`src/rtl/rr_arb_pkg.sv`:
```
// Shared types, sizes and rotating-priority scan for the 4-requester round-robin arbiter.
package rr_arb_pkg;

    localparam int NUM_REQ = 4;
    localparam int IDX_W   = 2;

    typedef enum logic {
        IDLE  = 1'b0,
        GRANT = 1'b1
    } arb_state_t;

    // First requester with req set, scanning ptr, ptr+1, ... modulo NUM_REQ.
    function automatic logic [IDX_W-1:0] next_winner(
        input logic [IDX_W-1:0]   ptr,
        input logic [NUM_REQ-1:0] req
    );
        logic [IDX_W-1:0] win;
        logic [IDX_W-1:0] cand;
        logic             found;
        win   = ptr;
        found = 1'b0;
        for (int i = 0; i < NUM_REQ; i++) begin
            cand = ptr + IDX_W'(i);
            if (!found && req[cand]) begin
                win   = cand;
                found = 1'b1;
            end
        end
        return win;
    endfunction

endpackage

```
`src/rtl/onehot_dec_2x4.sv`:
```
// 2-to-4 one-hot decoder with enable; purely combinational, zero latency.
// No flow control: output all-zero whenever en is low.
module onehot_dec_2x4 (
    input  logic [1:0] idx,
    input  logic       en,
    output logic [3:0] onehot
);

    assign onehot = en ? (4'b0001 << idx) : 4'b0000;

endmodule

```
`src/rtl/rr_arbiter_4ch.sv`:
```
// Round-robin arbiter for 4 requesters, 1-cycle request-to-grant latency, grant held until release or MAX_HOLD timeout.
// Owner holds the slot while its req stays high; en_in only gates new grants, never revokes a running one.
module rr_arbiter_4ch
    import rr_arb_pkg::*;
#(
    parameter int MAX_HOLD = 8,
    parameter int HCNT_W   = $clog2(MAX_HOLD)
) (
    input  logic               clk,
    input  logic               rst,
    input  logic               en_in,
    input  logic [NUM_REQ-1:0] req_in,
    output logic [NUM_REQ-1:0] gnt_out,
    output logic [IDX_W-1:0]   gnt_idx_out,
    output logic               gnt_valid_out,
    output logic               timeout_out
);

    arb_state_t        state;
    arb_state_t        state_nxt;
    logic [IDX_W-1:0]  gnt_idx;
    logic [IDX_W-1:0]  ptr;
    logic [IDX_W-1:0]  ptr_nxt;
    logic [IDX_W-1:0]  winner;
    logic [HCNT_W-1:0] hold_cnt;
    logic              timeout;
    logic              owner_req;
    logic              hold_exp;
    logic              rel;
    logic              timeout_evt;
    logic              grant_new;

    // The winner on a release edge uses the already-advanced pointer, so handover has no bubble.
    always_comb begin
        owner_req   = req_in[gnt_idx];
        hold_exp    = (hold_cnt == HCNT_W'(MAX_HOLD - 1));
        rel         = (state == GRANT) && (!owner_req || hold_exp);
        timeout_evt = (state == GRANT) && owner_req && hold_exp;
        ptr_nxt     = rel ? (gnt_idx + IDX_W'(1)) : ptr;
        winner      = next_winner(ptr_nxt, req_in);
        grant_new   = en_in && (|req_in) && ((state == IDLE) || rel);
    end

    always_ff @(posedge clk) begin
        if (rst) begin
            state <= IDLE;
        end else begin
            state <= state_nxt;
        end
    end

    always_comb begin
        state_nxt = state;
        case (state)
            IDLE:    if (grant_new) state_nxt = GRANT;
            GRANT:   if (rel && !grant_new) state_nxt = IDLE;
            default: state_nxt = IDLE;
        endcase
    end

    always_ff @(posedge clk) begin
        if (rst) begin
            gnt_idx  <= '0;
            ptr      <= '0;
            hold_cnt <= '0;
            timeout  <= 1'b0;
        end else begin
            ptr     <= ptr_nxt;
            timeout <= timeout_evt;
            if (grant_new) begin
                gnt_idx  <= winner;
                hold_cnt <= '0;
            end else if (rel) begin
                hold_cnt <= '0;
            end else if (state == GRANT) begin
                hold_cnt <= hold_cnt + 1'b1;
            end
        end
    end

    always_comb begin
        gnt_valid_out = (state == GRANT);
        gnt_idx_out   = gnt_idx;
        timeout_out   = timeout;
    end

    onehot_dec_2x4 u_gnt_dec (
        .idx    (gnt_idx),
        .en     (gnt_valid_out),
        .onehot (gnt_out)
    );

endmodule

```
`config.mk`:
```
export PLATFORM = sky130hd
export DESIGN_NAME = rr_arbiter_4ch
export DESIGN_NICKNAME = d
export VERILOG_FILES = /design/src/rtl/rr_arb_pkg.sv /design/src/rtl/onehot_dec_2x4.sv /design/src/rtl/rr_arbiter_4ch.sv
export SDC_FILE = /design/constraint.sdc
export NUM_CORES = 1
export LEC_CHECK = 0
export ABC_AREA = 1
export CORE_MARGIN = 3
export CORE_UTILIZATION = 27
export DETAILED_ROUTE_END_ITERATION = 7
export PLACE_DENSITY_LB_ADDON = 0.2
export SETUP_SLACK_MARGIN = 0.4
export SYNTH_ARGS = -nofsm -noshare
export SYNTH_HDL_FRONTEND = slang
export SYNTH_SLANG_ARGS = --single-unit
```
`constraint.sdc`:
```
create_clock -name clk -period 2.1 [get_ports clk]
set_input_delay 0.315 -clock clk [delete_from_list [all_inputs] [get_ports clk]]
set_output_delay 0.315 -clock clk [all_outputs]
set_load 0.005 [all_outputs]
```
==> results of run 1 <==
[power by group]
| group | internal, mW | switching (mW) |
|---|---|---|
| sequential | 0.199 | 0.0288 |
| combinational | 0.388 | 0.439 |
| clock | 0.0706 | 0.0711 |
| total | 0.658 | 0.539 |
[metrics by stage]
step	instance area, µm²	util (%)	setup TNS, ps
after global placement	1160	41.0	-257
final	1380	48.7	0
after global routing	1380	48.7	0
after detailed placement	1160	41.0	-338
after floorplan	891	-	0
after CTS	1330	46.9	0
[state kept, by name, summed over array words and instances (netlist names)]
| signal | cells |
|---|---|
| hold_cnt | 3 |
| gnt_idx_out | 2 |
| ptr | 2 |
| gnt_valid_out | 1 |
| timeout_out | 1 |
[what timing repair did]
action | in CTS | in global routing
setup buffers | 10 | 3
pin swaps | 9 | 4
cloned | 1 | 0
gates resized for setup | 24 | 7
setup endpoints to repair | 10 | 8
[layout by cell type (no fill, tap or decap), types with 3 or more instances in the layout]
| master | synthesis | final |
|---|---|---|
| nor2_1 | 6 | 5 |
| dfxtp_1 | 9 | 4 |
| buf_4 | 0 | 23 |
| dfxtp_4 | 0 | 3 |
| nand2_4 | 2 | 5 |
| ha_1 | 6 | 4 |
| buf_6 | 1 | 4 |
| nand3_1 | 13 | 9 |
| a21oi_1 | 4 | 3 |
| inv_1 | 15 | 13 |
| clkbuf_4 | 0 | 3 |
| clkdlybuf4s50_1 | 0 | 10 |
| nand3_2 | 2 | 6 |
| nand2_2 | 7 | 17 |
| dlygate4sd2_1 | 0 | 3 |
| nand2_1 | 59 | 46 |
[per-layer routing]
metal  vias up  global-route usage (%)  wire length [µm]
li1        509                       -                 -
met1       452                    16.8              1080
met2        19                    26.4              1300
met3         5                    2.52                60
met4         0                    3.72                36
met5         -                       0                 0
[cell type report]
class / count / share of cell area [%]
Clock buffer: 3 / 1.64
Clock inverter: 1 / 0.364
Inverter: 16 / 4.55
Multi-Input combinational cell: 109 / 50.6
Sequential cell: 9 / 14.1
Tap cell: 31 / 2.82
Timing Repair Buffer: 41 / 25.9
[cell families after synthesis]
kind of cell / Yosys count
and+or+nand+nor: 95
buffers and inverters: 18
DFF: 9
AOI/OAI and AO/OA: 6
adders and majority gates: 6
xor gates and xnor gates: 1
[critical path: cells and delay by family]
family,cells,cell delay [ps]
buffers and inverters,2,610
AND/OR/NAND/NOR,17,1150
[path summary, 6_finish.rpt]
| path | slack [ps] | from | depth (start not counted) | to |
|---|---|---|---|---|
| worst max register to register | 160 | hold_cnt[0] | 19 | gnt_idx_out[1] |
| worst max-delay path | 160 | req_in[3] | 19 | gnt_idx_out[1] |
| worst min register to register | 500 | hold_cnt[1] | 2 | hold_cnt[1] |
| worst min-delay path | 500 | hold_cnt[1] | 2 | hold_cnt[1] |
==> flow_metrics.tcl, run 1 <==
set metrics [dict create \
    dieArea_mm2 0.00374 \
    syn_inst 135 \
    hold_class "flop to flop" \
    setup.worst_path.end_class "flop" \
    ir_drop_mv 0.346 \
    preCtsSetupSlack_ps -186 \
    synth_enable_flop_cells 0 \
    grt_setup_unrepaired "yes" \
    required_ps 2270 \
    die_h_um 61.2 \
    max_stage_delay_ps 500 \
    crit_arrival_ps 2110 \
    synth.mux.area_fraction_pct 0 \
    dr.pass1.iters 4 \
    synth_top_family_by_area "simple AND/OR/NAND/NOR gates" \
    drc_errors 0 \
    cp_max_fo 6 \
    yosysMostFrequentCell "nand2_1" \
    hold_buffers 0 \
    syn_to_final_growth_pct 67.4 \
    synth_top_area_cell "nand2_1" \
    crit_path_top_delay_cell "clkdlybuf4s50_1" \
    yosys.area_share.simple_pct 54.5 \
    layout_setup_ws_ps 157 \
    synthTopCellsByCount "nand2_1 (59), inv_1 (15), nand3_1 (13)" \
    cts.sinks 9 \
    io_pins 15 \
    chipWidth_um 61.2 \
    timing.hold.ws_ps 499 \
    routedWlPerCell_um 11.8 \
    fin_crit_sh_pct 92.5 \
    powerDensity_mw_per_mm2 870 \
    startpoint_type "input pin" \
    postRouteAntennaNets 0 \
    dr_total_vias 985 \
    multi_input_area_um2 697 \
    yosys.area_share.xor_xnor_pct 1.07 \
    status "completed" \
    dp_hpwl_um 1730 \
    n_antenna_cell 0 \
    placeableCoreArea_mm2 0.00283 \
    netlist_area_um2 822 \
    first_iter_violations 26 \
    cts_max_path_buffers 2 \
    synthArstFlopShare_pct 0 \
    num_rows 19 \
    finalNetCount 193 \
    tritoncts "done" \
    finalHoldViolCount 0 \
    clkLatencyLatePin_ps 270 \
    path_cells "clkdlybuf4s50_1 -> nand2_1 -> nand3_2 -> nand3_4 -> nand2_4 -> nand2_4 -> nand2_8 -> buf_6 -> nand2_1 -> nand2_1 -> nand2_2 -> nand2_4 -> nor2_4 -> nand2_1 -> nand2_1 -> nand2_1 -> nand2_1 -> nand3_1 -> nand2_1" \
    clock-root-buffer "clkbuf_4" \
    drive_above_1_share_pct 42.5 \
    drt-vias-per-instance 4.69 \
    ys_ff_latch 9 \
    ys_warn_count 0 \
    initial_core_util_pct 29.1 \
    power.total_mw 1.20 \
    slew-limit-headroom_pct 81.8 \
    synthFlopType "dfxtp_1" \
    crit_top_cell "nand2_1" \
    ys_seq_area_share_pct 21.9 \
    drt-total-wl_um 2470 \
    yosys-top-cells-area "nand2_1 (27%), dfxtp_1 (22%), ha_1 (9.1%)" \
    synth_compound_area_share_pct 4.11 \
    period_needed_ps 1940 \
    dp.cells 192 \
    slew_violations 0 \
    maxCapViolCount 0 \
    cts-buffers-inserted 3 \
    gp_congestion 0.712 \
    seq_area_um2 194 \
    instances_no_fill 210 \
    setup_viol 0 \
    fin_skew_ps 3.08 \
    antenna_found_initial 0 \
    syn_nets 148 \
    gr-total-overflow 0 \
    ctsHtreeMaxLevel 1 \
    grt_pass1_vias 942 \
    p_leak_nw 0.700 \
    max_freq_ghz 0.515 \
    fillers 276 \
    ys_types 21 \
    grtUsageTotal_pct 14.3 \
    synth_top_area_share_pct 26.9 \
    clk_pin_slew_worst_paths_ps 70 \
    critPathKind "input pin to flop" \
    synthAdderAreaFrac_pct 9.13 \
    max_slew.worst_pin.slew_ps 270 \
    port_buffers 14 \
    grt_max_degree 10 \
    grt_pass1_wl_um 4000 \
    avgSynthCellArea_um2 6.09 \
]
(Power assumes the default switching activity.)
==> inputs of run 2 (changes only) <==
- CORE_MARGIN: 3 -> not set
==> run 2 against run 1 <==
The run now ends with design-rule violations left. Via count shrank 1.0%. Maximum frequency down 2.6%. Worst hold slack got worse by 11 ps. Count of clock-buffer cells in the layout up 1. Largest cell class unchanged. Largest power group unchanged.
==> flow_metrics.tcl, run 2 (synthesis results as in run 1) <==
set metrics [dict create \
    status "finished with violations" \
    violations "design-rule violations" \
    routedWlPerCell_um 11.0 \
    syn_to_final_growth_pct 70.6 \
    p_leak_nw 0.712 \
    crit_arrival_ps 2150 \
    setup_viol 0 \
    drt-vias-per-instance 4.71 \
    grt_setup_unrepaired "yes" \
    die_h_um 57.2 \
    dieArea_mm2 0.00327 \
    layout_setup_ws_ps 105 \
    io_pins 15 \
    met3_usage_pct 3.40 \
    crit_path_top_delay_cell "dfxtp_2" \
    largest_reg_flops 3 \
    instances_no_fill 207 \
    drive_above_1_share_pct 46.0 \
    ir_drop_mv 0.409 \
    fin_skew_ps 1.43 \
    tritoncts "done" \
    gp_congestion 0.784 \
    min_delay_worst_endpoint "hold_cnt[1]" \
    drt-total-wl_um 2280 \
    setup.worst_path.end_class "flop" \
    post_dp_cell_area_mm2 0.00116 \
    maxCapViolCount 0 \
    clkLatencyLatePin_ps 260 \
    grtUsageMet2_pct 27.9 \
    n_antenna_cell 0 \
    cts-buffers-inserted 3 \
    dp_hpwl_um 1620 \
    slew-limit-headroom_pct 78.5 \
    finalNetCount 190 \
    fin_crit_sh_pct 95.0 \
    grt_pass1_wl_um 3910 \
    max_freq_ghz 0.501 \
    initial_core_util_pct 29.1 \
    chipWidth_um 57.2 \
    design_area_mm2 0.00140 \
    grtUsageTotal_pct 15.2 \
    regToRegStartpoint "hold_cnt[0]" \
    hold_buffers 0 \
    fillers 284 \
    drc_errors 3 \
    dr_total_vias 975 \
    first_iter_violations 29 \
    ctsHtreeMaxLevel 1 \
    required_ps 2260 \
    startpoint_type "flop" \
    num_rows 19 \
    seq_area_um2 191 \
    slew_violations 0 \
    finalHoldViolCount 0 \
    layout_commonest_cell "nand2_1" \
    path_cells "ha_4 -> ha_4 -> inv_4 -> nand3_4 -> nand2_4 -> nand2_4 -> nand2_8 -> nand2_1 -> nand2_2 -> nand2_2 -> nand2_4 -> nor2_4 -> nand2_2 -> nand2_2 -> nand2_1 -> nand2_1 -> nand3_2 -> nand2_1" \
    worst-path-buf-inv 1 \
    path_delay_family "simple AND/OR/NAND/NOR gates" \
    cp_max_fo 6 \
    rrSetupSlack_ps 110 \
    multi_input_area_um2 758 \
    r2r_end "gnt_idx_out[1]" \
    r2r.worst_path.cells 18 \
    clk_pin_slew_worst_paths_ps 60 \
    port_buffers 14 \
    largest-register "hold_cnt" \
    period_needed_ps 1990 \
    preCtsSetupSlack_ps -191 \
    critPathKind "flop to flop" \
    dp.cells 192 \
    clock-root-buffer "clkbuf_4" \
    dr.pass1.iters 7 \
    gr-total-overflow 0 \
    max_stage_delay_ps 330 \
    utilization_pct 49.6 \
    powerDensity_mw_per_mm2 857 \
    grt_pass1_vias 891 \
    hold_start "hold_cnt[1]" \
    placeableCoreArea_mm2 0.00283 \
    met1_usage_pct 18.0 \
    finalSetupTns_ps 0 \
    hold_depth 2 \
    antenna_found_initial 0 \
    max_slew.worst_pin.slew_ps 321 \
    grt.busiest_layer "met2" \
    cts_max_path_buffers 2 \
    cts.sinks 9 \
    grt_max_degree 10 \
    postRouteAntennaNets 0 \
    final_cell_mix "nand2_1 (43), buf_4 (21), nand2_2 (16), inv_1 (13), nand3_2 (9)" \
    hold_class "flop to flop" \
]
==> run 2: metrics by stage <==
stage	hold slack, ps	power (mW)
after global placement	488	0.861
after detailed placement	496	0.867
final	488	1.20
after global routing	521	1.31
after floorplan	384	0.673
after CTS	487	1.13
==> run 2: layout make-up <==
cell class              count  share of cell area [%]
multi-input cells         109                    54.1
repair buffers             38                    23.0
clock buffers               4                    1.87
flip-flops and latches      9                    13.6
well taps                  31                    2.77
inverters                  16                    4.64
==> run 2: power by group <==
part | internal [mW] | switching, mW | total (mW)
sequential | 0.198 | 0.0284 | 0.226
combinational | 0.374 | 0.468 | 0.843
clock | 0.0732 | 0.0604 | 0.134
total | 0.645 | 0.557 | 1.20
==> run 2: repair_timing <==
| item | CTS | global route |
|---|---|---|
| resized for setup | 30 | 18 |
| setup buffers | 9 | 1 |
| cloned | 1 | 0 |
| setup endpoints to repair | 9 | 6 |
| pin swaps | 16 | 12 |
==> run 2: worst max-delay path by stage <==
stage,startpoint,endpoint,slack (ps),depth (start not counted)
CTS,hold_cnt[0],gnt_idx_out[1],160,16
detailed placement,req_in[3],gnt_idx_out[1],-190,17
global placement,req_in[3],gnt_idx_out[1],-160,17
floorplan,hold_cnt[0],gnt_idx_out[1],290,17
finish,hold_cnt[0],gnt_idx_out[1],110,18
global route,hold_cnt[0],gnt_idx_out[1],-40,18
==> run 2: tightest hold or removal path: stages, from the launching register on <==
cell	delay (ps)
dfxtp_2	330
nand2_1	70
a21oi_1	50
==> run 2: per-layer routing <==
layer	share of wire, %	vias to the layer above
met1	43	447
met4	0.48	0
met2	53	20
met3	3.4	2
li1	-	506
met5	0	-
